File: config.mk
export PLATFORM = sky130hd
export DESIGN_NAME = load_unit
export DESIGN_NICKNAME = d
export VERILOG_FILES = /design/src/rtl/load_unit.sv
export SDC_FILE = /design/constraint.sdc
export NUM_CORES = 1
export LEC_CHECK = 0
export CORE_MARGIN = 4
export CORE_UTILIZATION = 38
export CTS_CLUSTER_DIAMETER = 150
export CTS_CLUSTER_SIZE = 24
export DETAILED_ROUTE_END_ITERATION = 10
export PLACE_DENSITY = 0.83
export SLEW_MARGIN = 20
export SYNTH_ARGS = -nofsm -noshare
export SYNTH_HDL_FRONTEND = slang
export SYNTH_SLANG_ARGS = --single-unit
File: constraint.sdc
create_clock -name clock -period 1.8 [get_ports clock]
set_input_delay 0.27 -clock clock [delete_from_list [all_inputs] [get_ports clock]]
set_output_delay 0.27 -clock clock [all_outputs]
set_load 0.1 [all_outputs]
File: src/rtl/load_unit.sv
// Load unit for the MEM stage: one lw/lh/lhu/lb/lbu in flight over a req/gnt/rvalid word port,
// with lane select, sign/zero extension and a valid/ready response held until taken.
module load_unit #(
  parameter int ADDR_W = 13
) (
  input  logic              clock,
  input  logic              reset_n,
  input  logic              req_valid,
  output logic              req_ready,
  input  logic [31:0]       req_addr,
  input  logic [2:0]        req_option,
  output logic              mem_req,
  input  logic              mem_gnt,
  output logic [ADDR_W-3:0] mem_addr,
  input  logic              mem_rvalid,
  input  logic [31:0]       mem_rdata,
  output logic              rsp_valid,
  input  logic              rsp_ready,
  output logic [31:0]       rsp_data,
  output logic              rsp_err
);

  typedef enum logic [1:0] {IDLE, REQ, DATA, RESP} state_t;

  state_t            r_state;
  state_t            w_nextState;
  logic [ADDR_W-1:0] r_addr;
  logic [2:0]        r_option;
  logic [31:0]       r_data;
  logic              r_err;
  logic              w_accept;
  logic              w_reqErr;
  logic [7:0]        w_byte;
  logic [15:0]       w_half;
  logic [31:0]       w_loadData;
  logic              w_unusedAddr;

  assign w_unusedAddr = ^req_addr[31:ADDR_W];

  assign req_ready = (r_state == IDLE) & reset_n;
  assign w_accept  = req_valid & req_ready;
  assign mem_req   = (r_state == REQ);
  assign mem_addr  = r_addr[ADDR_W-1:2];
  assign rsp_valid = (r_state == RESP);
  assign rsp_data  = r_data;
  assign rsp_err   = r_err;

  // Errors are judged on the live request so the unit can skip memory entirely.
  always_comb begin
    w_reqErr = 1'b0;
    case (req_option[1:0])
      2'b00:   w_reqErr = (req_addr[1:0] != 2'b00);
      2'b01:   w_reqErr = 1'b0;
      2'b10:   w_reqErr = req_addr[0];
      default: w_reqErr = 1'b1;
    endcase
  end

  always_comb begin
    w_nextState = r_state;
    case (r_state)
      IDLE:    if (w_accept) w_nextState = w_reqErr ? RESP : REQ;
      REQ:     if (mem_gnt) w_nextState = DATA;
      DATA:    if (mem_rvalid) w_nextState = RESP;
      RESP:    if (rsp_ready) w_nextState = IDLE;
      default: w_nextState = IDLE;
    endcase
  end

  always_comb begin
    w_byte     = mem_rdata[7:0];
    w_half     = r_addr[1] ? mem_rdata[31:16] : mem_rdata[15:0];
    w_loadData = mem_rdata;
    case (r_addr[1:0])
      2'd0:    w_byte = mem_rdata[7:0];
      2'd1:    w_byte = mem_rdata[15:8];
      2'd2:    w_byte = mem_rdata[23:16];
      default: w_byte = mem_rdata[31:24];
    endcase
    case (r_option[1:0])
      2'b01:   w_loadData = r_option[2] ? {24'h0, w_byte} : {{24{w_byte[7]}}, w_byte};
      2'b10:   w_loadData = r_option[2] ? {16'h0, w_half} : {{16{w_half[15]}}, w_half};
      default: w_loadData = mem_rdata;
    endcase
  end

  always_ff @(posedge clock or negedge reset_n) begin
    if (!reset_n) begin
      r_state  <= IDLE;
      r_addr   <= '0;
      r_option <= '0;
      r_data   <= '0;
      r_err    <= 1'b0;
    end else begin
      r_state <= w_nextState;
      if (w_accept) begin
        r_addr   <= req_addr[ADDR_W-1:0];
        r_option <= req_option;
        if (w_reqErr) begin
          r_data <= '0;
          r_err  <= 1'b1;
        end
      end
      if ((r_state == DATA) && mem_rvalid) begin
        r_data <= w_loadData;
        r_err  <= 1'b0;
      end
    end
  end

endmodule

## After elaboration in Yosys (flattened, before gate mapping)

Cells that the tools add are included.

| storage, ports and cells | value |
|---|---|
| bits in registers | 51 |
| input bits | 73 |
| output and inout bits | 47 |
| word-level logic and storage cells | 47 |

| operators by class | value |
|---|---|
| equal/unequal tests | 13 |
| mux-type cells | 18 |
| bitwise operators | 2 |
| reduce and logical (&&, ||, !) cells | 9 |

Operators by type and width:

| cell | number |
|---|---|
| 2-to-1 mux 32 bit | 5 |
| one-hot mux 32 bit (2 select lines) | 1 |
| one-hot mux 8 bit (3 select lines) | 1 |
| 2-to-1 mux 16 bit | 1 |
| == test 2 bit, second input constant | 5 |
| 2-to-1 mux 2 bit | 5 |
| == test 2 x 1 -> 1 bit, second input constant | 4 |
| one-hot mux 2 bit (4 select lines) | 1 |
| zero test 2 bit | 3 |
| nonzero test 2 bit | 3 |
| inequality test 2 x 1 -> 1 bit, second input constant | 2 |
| inequality test 2 bit, second input constant | 2 |
| AND reduction 4 bit | 1 |
| 2-to-1 mux 1 bit | 3 |
| one-hot mux 1 bit (3 select lines) | 1 |
| AND 1 bit | 2 |
| AND reduction 2 bit | 1 |
| logical AND 1 bit | 1 |

## Logic depth before layout (Yosys ltp)

Gate-level depths: netlist (run 1).

| logic depth | value |
|---|---|
| depth in word-level cells | 5 |
| depth in mapped cells | 7 |
| gate-level depth less buffers | 6 |

## Worst setup path before layout (run 1)

Ideal clock, no wire load.

| path | value |
|---|---|
| path kind | register -> register |
| from | reg r_option[0] |
| to | reg r_data[6] (netlist: rsp_data[6]) |
| library setup time | 0.122 ns |
| arrival time | 1.799 ns |
| required time | 1.678 ns |
| setup slack | -0.121 ns |
| cell stages (with the launch flop) | 7 |
| buffers on the path | 1 |
| clock period less this slack | 1.921 ns |
| path through | dfrtp_1 -> inv_1 -> ha_1 -> clkbuf_2 -> a211oi_1 -> o32ai_1 -> a22o_1 |

| on the way | value |
|---|---|
| word-level cells in the longest chain between the ends | 3 |
| elaborated cells between the ends (all ways) | 4 |
| classes of those cells | 2 x eq/ne; 2 x mux |

RTL lines:

| what | line | source |
|---|---|---|
| start, declared | 28 | `logic [2:0] r_option;` |
| start signal, assigned | 98 | `r_option <= req_option;` |
| == test 2 bit or == test 2 x 1 -> 1 bit (tied branches) | 80 | `case (r_option[1:0])` |
| one-hot mux 32 bit (2 select lines) (*) | 80 |  |
| 2-to-1 mux 32 bit (*) | 104 | `if ((r_state == DATA) && mem_rvalid) begin` |
| end signal, assigned | 105 | `r_data <= w_loadData;` |
| end, declared | 29 | `logic [31:0] r_data;` |

Every way passes the cells marked *; elsewhere a longest branch is shown, timed or not.
A chain may end at the register's enable or synchronous reset.

## Worst setup path in the final report (run 1)

| path | value |
|---|---|
| from | reg r_option[1] |
| to | reg r_data[24] (netlist: rsp_data[24]) |

Same word-level chain as after synthesis.

==> results of run 1 <==
==> placed cells by master, fill, tap and decap left out, types with 2 or more instances in the layout <==
cell type        instances
nor2b_1                  3
buf_4                   51
o22a_1                   6
nor2_1                   4
o21ai_0                 14
clkbuf_8                 5
o2bb2ai_1                6
o22ai_1                  7
a21oi_1                 11
ha_1                     3
a221o_1                 14
buf_12                  23
a221o_2                 10
mux2_2                  18
dfrtp_1                 51
mux2i_1                 13
nand2_1                  4
inv_1                    8
nand2b_1                10
nand3_1                  8
clkdlybuf4s50_1         52
ha_2                     3
and2_1                   2
==> flip-flops by register name (all words and copies together) (netlist names) <==
name / count
rsp_err: 1
rsp_data: 32
r_addr: 13
r_option: 3
r_state: 2
==> kinds of logic after synthesis <==
group	after synthesis	synth area share
adders and majority gates	7	0.0325
and+or+nand+nor	36	0.0725
AOI/OAI and AO/OA	76	0.228
muxes	31	0.124
DFF	51	0.474
buffers and inverters	35	0.0697
==> worst max-delay path, cell delays in order, from the launching register on <==
cell and delay [ps]:
dfrtp_1 430, inv_1 70, ha_2 180, nand2_1 50, o22a_2 290, a2111oi_4 370, buf_12 190, a221o_2 120
==> through the flow <==
| step | utilization | cells | TNS [ps] | instance area (um2) |
|---|---|---|---|---|
| after floorplan | - | 236 | -237 | 2720 |
| after global placement | 0.593 | 433 | -2230 | 4050 |
| after detailed placement | 0.593 | 433 | -2680 | 4050 |
| after CTS | 0.607 | 440 | 0 | 4150 |
| after global routing | 0.611 | 440 | -765 | 4170 |
| final | 0.611 | 440 | 0 | 4170 |
==> worst max-delay path by stage <==
stage / cells past startpoint / end / from / slack (ps)
final: 7 / rsp_data[24] / r_option[1] / 50
after global routing: 7 / rsp_data[24] / r_option[1] / -60
after CTS: 7 / rsp_data[15] / r_state[0] / 40
after detailed placement: 6 / rsp_data[24] / req_option[0] / -140
after global placement: 6 / rsp_data[26] / req_option[0] / -110
after floorplan: 7 / rsp_data[22] / r_state[0] / -20
==> cell type report <==
class                   instances  area share
multi-input cells             150       0.310
inverters                       9     0.00809
flip-flops and latches         51       0.306
well taps                      96      0.0288
clock inverters                 2     0.00330
repair buffers                127       0.328
clock buffers                   5      0.0165
==> routing by layer <==
metal  GRT usage  vias to the layer above  routed length [um]
li1            -                     1097                   -
met1       0.206                     1123                2960
met2       0.311                       91                3670
met3      0.0435                        7                 544
met4      0.0421                        0                  90
met5           0                        -                   0
==> what timing repair did <==
action | 4_1_cts | 5_1_grt
pin swaps | 0 | 1
gates resized for setup | 2 | 5
setup endpoints to repair | 22 | 31
cloned | 0 | 0
==> impl_metrics.toml, run 1 <==
[run_status]
status = "complete, no violations"

[logic_synthesis]
synth.largest_area_cell = "dfrtp_1"
async_flop_share = 1.00
syn_area_um2 = 2690
synth_cell_types = 34
synth.top_cell.area_share = 0.474
synth_most_common_cell = "dfrtp_1"
syn_inst = 236
synth_warnings = 0
ys_seq_area_frac = 0.474
synthTopCellsByArea = "dfrtp_1 (47%), mux2_2 (7.5%), a221o_1 (5.2%), mux2i_1 (4.8%), a221o_2 (4.2%)"
synth.net_count = 316
synth-edff-count = 0
syn_area_per_cell_um2 = 11.4
synth_seq_cells = 51
yosys_most_used_dff = "dfrtp_1"
synthTopCellsByCount = "dfrtp_1 (51), mux2_2 (18), a221o_1 (14), o21ai_0 (14), mux2i_1 (13)"

[placed_design]
gp_congestion = 0.837
preCtsSetupSlack_ps = -139
hpwl_mm = 5.75
io_buffers = 100

[clock_network]
ctsRootBufferMaster = "clkbuf_8"
tritoncts = "done"
clk_latency_ps = 300
cts.clk_slew.worst_paths_ps = 100
post-cts-setup-buffer-count = 0
cts.sinks = 51
cts.path.max_buffers = 2
numCtsBuffers = 5
cts_hold_buf = 0
htreeDepth = 2

[setup_path]
rr_startpoint = "r_option[1]"
required_ps = 2040
worstPathMaxFanout = 16
r2r-end = "rsp_data[24]"
r2r_cells = 7
rrSetupSlack_ps = 50
path_class = "reg -> reg"
worst_setup_path_end_kind = "flip-flop"
cp.arrival_ps = 1990
startpoint_type = "flip-flop"

[timing]
max_freq_ghz = 0.570
min_period_over_period = 0.975
fin_skew_ps = 16.7
setup_viol = 0
worst_slew_pin_slew_ps = 626
setup_ws_ps = 45.7
hold_ws_ps = 172
post-route-min-period_ps = 1750
final-max-slew-violation-count = 0
relSlewSlack = 0.583
grt_setup_unrepaired = "true"
hold_viol = 0

[floorplan]
initial_core_util = 0.394
io_pins = 120
core_um2 = 6830
die_x_um = 92.2
die_area_um2 = 8500
row_count = 30
die_y_um = 92.2

[routing]
ant_nets = 0
first_iter_violations = 126
vias_per_cell = 5.27
num_vias = 2318
avgRoutedWirePerCell_um = 16.5
remaining_drc_errors = 0
firstDrtPassIters = 4
wl_mm = 7.26

[cells_and_area]
nets = 424
multi_input_area_um2 = 1290
regArea_um2 = 1280
syn_to_final_growth_pct = 55.0
antenna_cells = 0
drive_above_1_share = 0.358
fill_cells = 579

[grt]
antenna_found_initial = 0
first_global_vias = 2440
grt_max_degree = 52
overflow = 0
grt_usage = 0.173
grt_pass1_wl_mm = 11.8

[run]
maxCapViolCount = 0

[min_path]
hold_path.class = "in -> async"
Power of run 1 is left out: the tool's default activity adds up to more than one toggle a clock period on the data nets, which glitch-free logic cannot reach.
==> inputs of run 2 (changes only) <==
ABC_CLOCK_PERIOD_IN_PS = 1800   (was not set)
CORE_ASPECT_RATIO = 0.7   (was not set)
==> impl_metrics.toml, run 2 (synthesis results as in run 1) <==
[clock_network]
cts.sinks = 51
htreeDepth = 2
tritoncts = "done"
numCtsBuffers = 5
cts.clk_slew.worst_paths_ps = 100
ctsRootBufferMaster = "clkbuf_8"
cts_hold_buf = 0
cts.path.max_buffers = 2
clk_latency_ps = 300

[cells_and_area]
largest_register_ffs = 32
layout_commonest_cell = "clkdlybuf4s50_1"
nets = 431
antenna_cells = 0
syn_to_final_growth_pct = 63.7
layout_common_cells = "clkdlybuf4s50_1 (52), dfrtp_1 (51), buf_4 (47)"
drive_above_1_share = 0.389

[routing]
wl_mm = 8.33
avgRoutedWirePerCell_um = 18.7
num_vias = 2450
vias_per_cell = 5.49
first_iter_violations = 133
remaining_drc_errors = 0
ant_nets = 0
firstDrtPassIters = 4

[grt]
first_global_vias = 2473
grt_usage = 0.191
overflow = 0
grt_pass1_wl_mm = 12.7
antenna_found_initial = 0
grt_max_degree = 52

[timing]
relSlewSlack = 0.571
setup_viol = 0
min_period_over_period = 0.983
post-route-min-period_ps = 1770
setup_ws_ps = 30.6
worst_slew_pin_slew_ps = 643
hold_viol = 0
final-max-slew-violation-count = 0
fin_skew_ps = 6.88
max_freq_ghz = 0.565

[placed_design]
preCtsSetupSlack_ps = -171
hpwl_mm = 6.14
gp_congestion = 0.927
io_buffers = 100

[setup_path]
path_class = "reg -> reg"
worst_setup_path_end_kind = "flip-flop"
required_ps = 2000
startpoint_type = "flip-flop"
cp.arrival_ps = 1970
worstPathMaxFanout = 32

[floorplan]
row_count = 25
die_x_um = 109
io_pins = 120
die_y_um = 78.4
initial_core_util = 0.395
die_area_um2 = 8520
core_um2 = 6820

[min_path]
hold_path.class = "in -> async"

[run]
maxCapViolCount = 0

[run_status]
status = "complete, no violations"
run 2: cell types whose count changed in the layout (fill, tap and decap cells not counted), sizes merged:
cell | before | now
buf | 75 | 81
clkinvlp | 0 | 2
clkbuf | 5 | 6
clkinv | 3 | 2
run 2: what timing repair did:
action | in CTS | in global routing
buffers inserted | 0 | 7
resized for setup | 3 | 16
pin swaps | 0 | 5
setup endpoints to repair | 24 | 31
hold endpoints to repair | 0 | 0
cloned | 0 | 1
run 2: final cells by class:
class                      instances  area [um2]
clock buffer                       5        68.8
clock inverter                     3        20.0
fill                             531        2410
inverter                           9        33.8
multi-input combinational        150        1330
sequential                        51        1280
tap                               94         118
timing repair buffer             134        1560
run 2: per-layer routing:
layer	up-vias	GRT usage	wire, um
li1	1113	-	-
met1	1210	0.263	3640
met2	117	0.303	3870
met3	10	0.0518	749
met4	0	0.0429	77
met5	-	0	0
run 2: stage by stage:
step	setup TNS (ps)	cell area (um2)	hold WS, ps	cells	utilization
floorplan	-237	2720	-25.6	236	-
global placement	-2170	4130	488	430	0.606
detailed placement	-3090	4130	495	430	0.606
CTS	0	4230	220	438	0.621
global route	-458	4410	250	446	0.646
finish	0	4410	174	446	0.646
run 2: worst max-delay path, stage by stage, from the launching register on:
cell and delay, ps:
dfrtp_1 410, inv_2 90, buf_4 120, ha_2 220, and2_1 180, nor2_2 70
buf_12 170, a221o_2 390
run 2: path summary, 6_finish.rpt:
| path | from | end | slack (ps) | cells after the start |
|---|---|---|---|---|
| min in group clock | reset_n | rsp_err | 410 | 5 |
| hold / removal | reset_n | rsp_data[23] | 170 | 2 |
| max in group asynchronous | reset_n | rsp_data[22] | 1190 | 2 |
| setup reg to reg | r_state[0] | rsp_data[27] | 30 | 7 |
| setup / recovery | r_state[0] | rsp_data[27] | 30 | 7 |
| hold reg to reg | r_addr[3] | r_addr[3] | 510 | 1 |
Power of run 2 is left out for the same reason.
==> variant: new RTL, settings of run 1 <==
Encoding of `state_t`: now one-hot (4 bits for 4 states).
--- a/src/rtl/load_unit.sv
+++ b/src/rtl/load_unit.sv
@@ -21,5 +21,5 @@
 );
 
-  typedef enum logic [1:0] {IDLE, REQ, DATA, RESP} state_t;
+  typedef enum logic [3:0] {IDLE = 4'b0001, REQ = 4'b0010, DATA = 4'b0100, RESP = 4'b1000} state_t;
 
   state_t            r_state;
Behaviour: no difference found for any inputs over 10 cycles, from zero or initial values and one cycle with reset_n low; not proved beyond that.
==> variant against run 1 <==
- sequential share of layout area shrank 1.2 points
- hold slack lost 0.034 ns
- synthesized cell count grew 7.6%
- cell area grew 8.4%
- routed wire length grew 20%
- synthesized area grew 9.1%
- worst setup slack lost 0.023 ns
- sequential cell count grew 2
- non-clock buffer count grew 11
- final cell count grew 6.4%
==> variant: results (changes against run 1) <==
Run status - finished, final reports clean
Iter 0 DRT Violations - 274 (+120%)
Rel. slew slack - 54.7% (-3.5 points)
Vias in the first global route - 2615 (+7.2%)
Slowest CP cell - dfrtp_1
Commonest cells post-synth - 52 x dfrtp_1, 28 x mux2_2, 15 x o21ai_0
Post-route insts no fill - 468 (+6.4%)
Synth Net Count - 329 (+4.1%)
Crit-path max cell delay - 0.41 ns (-0.02 ns)
Tot GR Track Use - 18.9% (+1.6 points)
Max clock buf depth - 2 (unchanged)
WS Path Type - reg -> reg
Family with the most delay on the worst path - compound AO/OA/AOI/OAI gates
Post-DP HPWL - 6.27 mm (+9.1%)
WP data arrival - 2.04 ns (+0.05 ns)
Initial antenna violation count - 1 (+1)
Met2 WL - 4.21 mm (+15%)
H-Tree Depth - 2 (unchanged)
Pre-Repair DR Iteration Count - 4 (unchanged)
Worst Skew - 0.0140 ns (-0.00272 ns)
Num CTS Buffers - 5 (unchanged)
Post-synthesis async set-or-reset flop share - 100% (unchanged)
Mean Syn Cell Area - 11.6 µm² (+1.4%)
Synth cell types - 45 (+32%)
Remaining Overflow, GRT - 0 (unchanged)
Global placement routability congestion - 0.859 (+2.6%)
Count of final hold-check violations - 0 (unchanged)
I/O Buffers - 100 (unchanged)
Top post-synthesis cells by area - dfrtp_1 44%, mux2_2 11%, mux2i_1 4.8%
Max reg flops - 32 (unchanged)
YS warnings - 0 (unchanged)
Diodes inserted - 0 (unchanged)
Peak VDD IR - 0.741 mV
Main flop type after synthesis - dfrtp_1
Metal-1 WL - 3.52 mm (+19%)
Met3 Wirelength - 816 µm (+50%)
Leak - 1.96 nW
Clock root cell - clkbuf_8
DR WL/cell - 18.6 µm (+13%)
Worst Hold Class - in -> async
Post-synthesis sequential area ratio - 45.2% (-2.2 points)
Clk_lat worst skew - 0.31 ns
Largest net degree at the start of global routing - 54 (+3.8%)
Inst Count DP - 455 (+5.1%)
Vias per inst - 5.57 (+5.7%)
First-pass GRT wire length - 13.4 mm (+13%)
Clk slew on worst S/H paths - 0.11 ns
CP Max Fanout - 8 (-8)
CP startpoint - r_option[1]
DR top layer - met5
Fin nets - 443 (+4.5%)
Layout cells sized above 1 - 40.9% (+5.2 points)
==> variant: changes by cell type after synthesis, moves of 5 or more <==
cell     change
a32o_1       +8
ha_1         -5
nand3_1      -7
a221o_1      -7
mux2_2      +10
o22a_1       -6
==> variant: routing by layer <==
metal / GRT usage, % / vias to the layer above
met5: 0 / -
met4: 6.04 / 2
met3: 4.85 / 16
met2: 31.4 / 125
met1: 24.1 / 1269
li1: - / 1193
==> variant: final cells by class <==
cell class	instances	area, µm²
Fill cell	572	2850
Sequential cell	53	1330
Clock inverter	3	21.3
Inverter	4	15.0
Clock buffer	5	68.8
Multi-Input combinational cell	166	1460
Timing Repair Buffer	138	1500
Tap cell	99	124
==> variant: worst paths after layout <==
path,endpoint,slack (ns),depth (start not counted)
max,rsp_data[17],0.02,8
min,rsp_data[1],0.14,2
max reg2reg,rsp_data[17],0.02,8
min reg2reg,r_addr[5],0.52,1
max in group asynchronous,r_addr[1],1.17,2
min in group clock,r_state[0],0.35,3
==> variant: cells by family (layout without fill, tap and decap cells) <==
| family | after synthesis | after routing | synth area share [%] |
|---|---|---|---|
| compound gates | 80 | 80 | 22.1 |
| flops | 53 | 53 | 45.2 |
| mux | 44 | 44 | 16.7 |
| simple gates | 39 | 39 | 7.37 |
| buf+inv | 35 | 150 | 7.58 |
| fa+ha+maj | 2 | 2 | 0.852 |
| xor+xnor | 1 | 1 | 0.298 |
==> variant: metrics by stage <==
| step | hold WS, ns | util [%] | setup WS, ns | instance area (µm²) |
|---|---|---|---|---|
| 2_1_floorplan | -0.0256 | - | 0.000308 | 2980 |
| 3_3_place_gp | 0.492 | 58.5 | -0.145 | 4310 |
| 3_5_place_dp | 0.498 | 58.5 | -0.201 | 4310 |
| 4_1_cts | 0.164 | 59.8 | 0.0293 | 4410 |
| 5_1_grt | 0.183 | 61.4 | -0.0409 | 4520 |
| 6_report | 0.139 | 61.4 | 0.0227 | 4520 |
==> variant: what timing repair did <==
action / 4_1_cts / 5_1_grt
setup endpoints to repair: 16 / 31
cloned: 0 / 2
resized for setup: 1 / 13
pin swaps: 0 / 0
buffers inserted: 0 / 3
==> variant: power breakdown <==
group	internal (mW)	switching [mW]	leakage, nW
Clock	0.277	0.416	0.0445
Combinational	0.845	1.26	1.22
Sequential	1.30	0.110	0.695
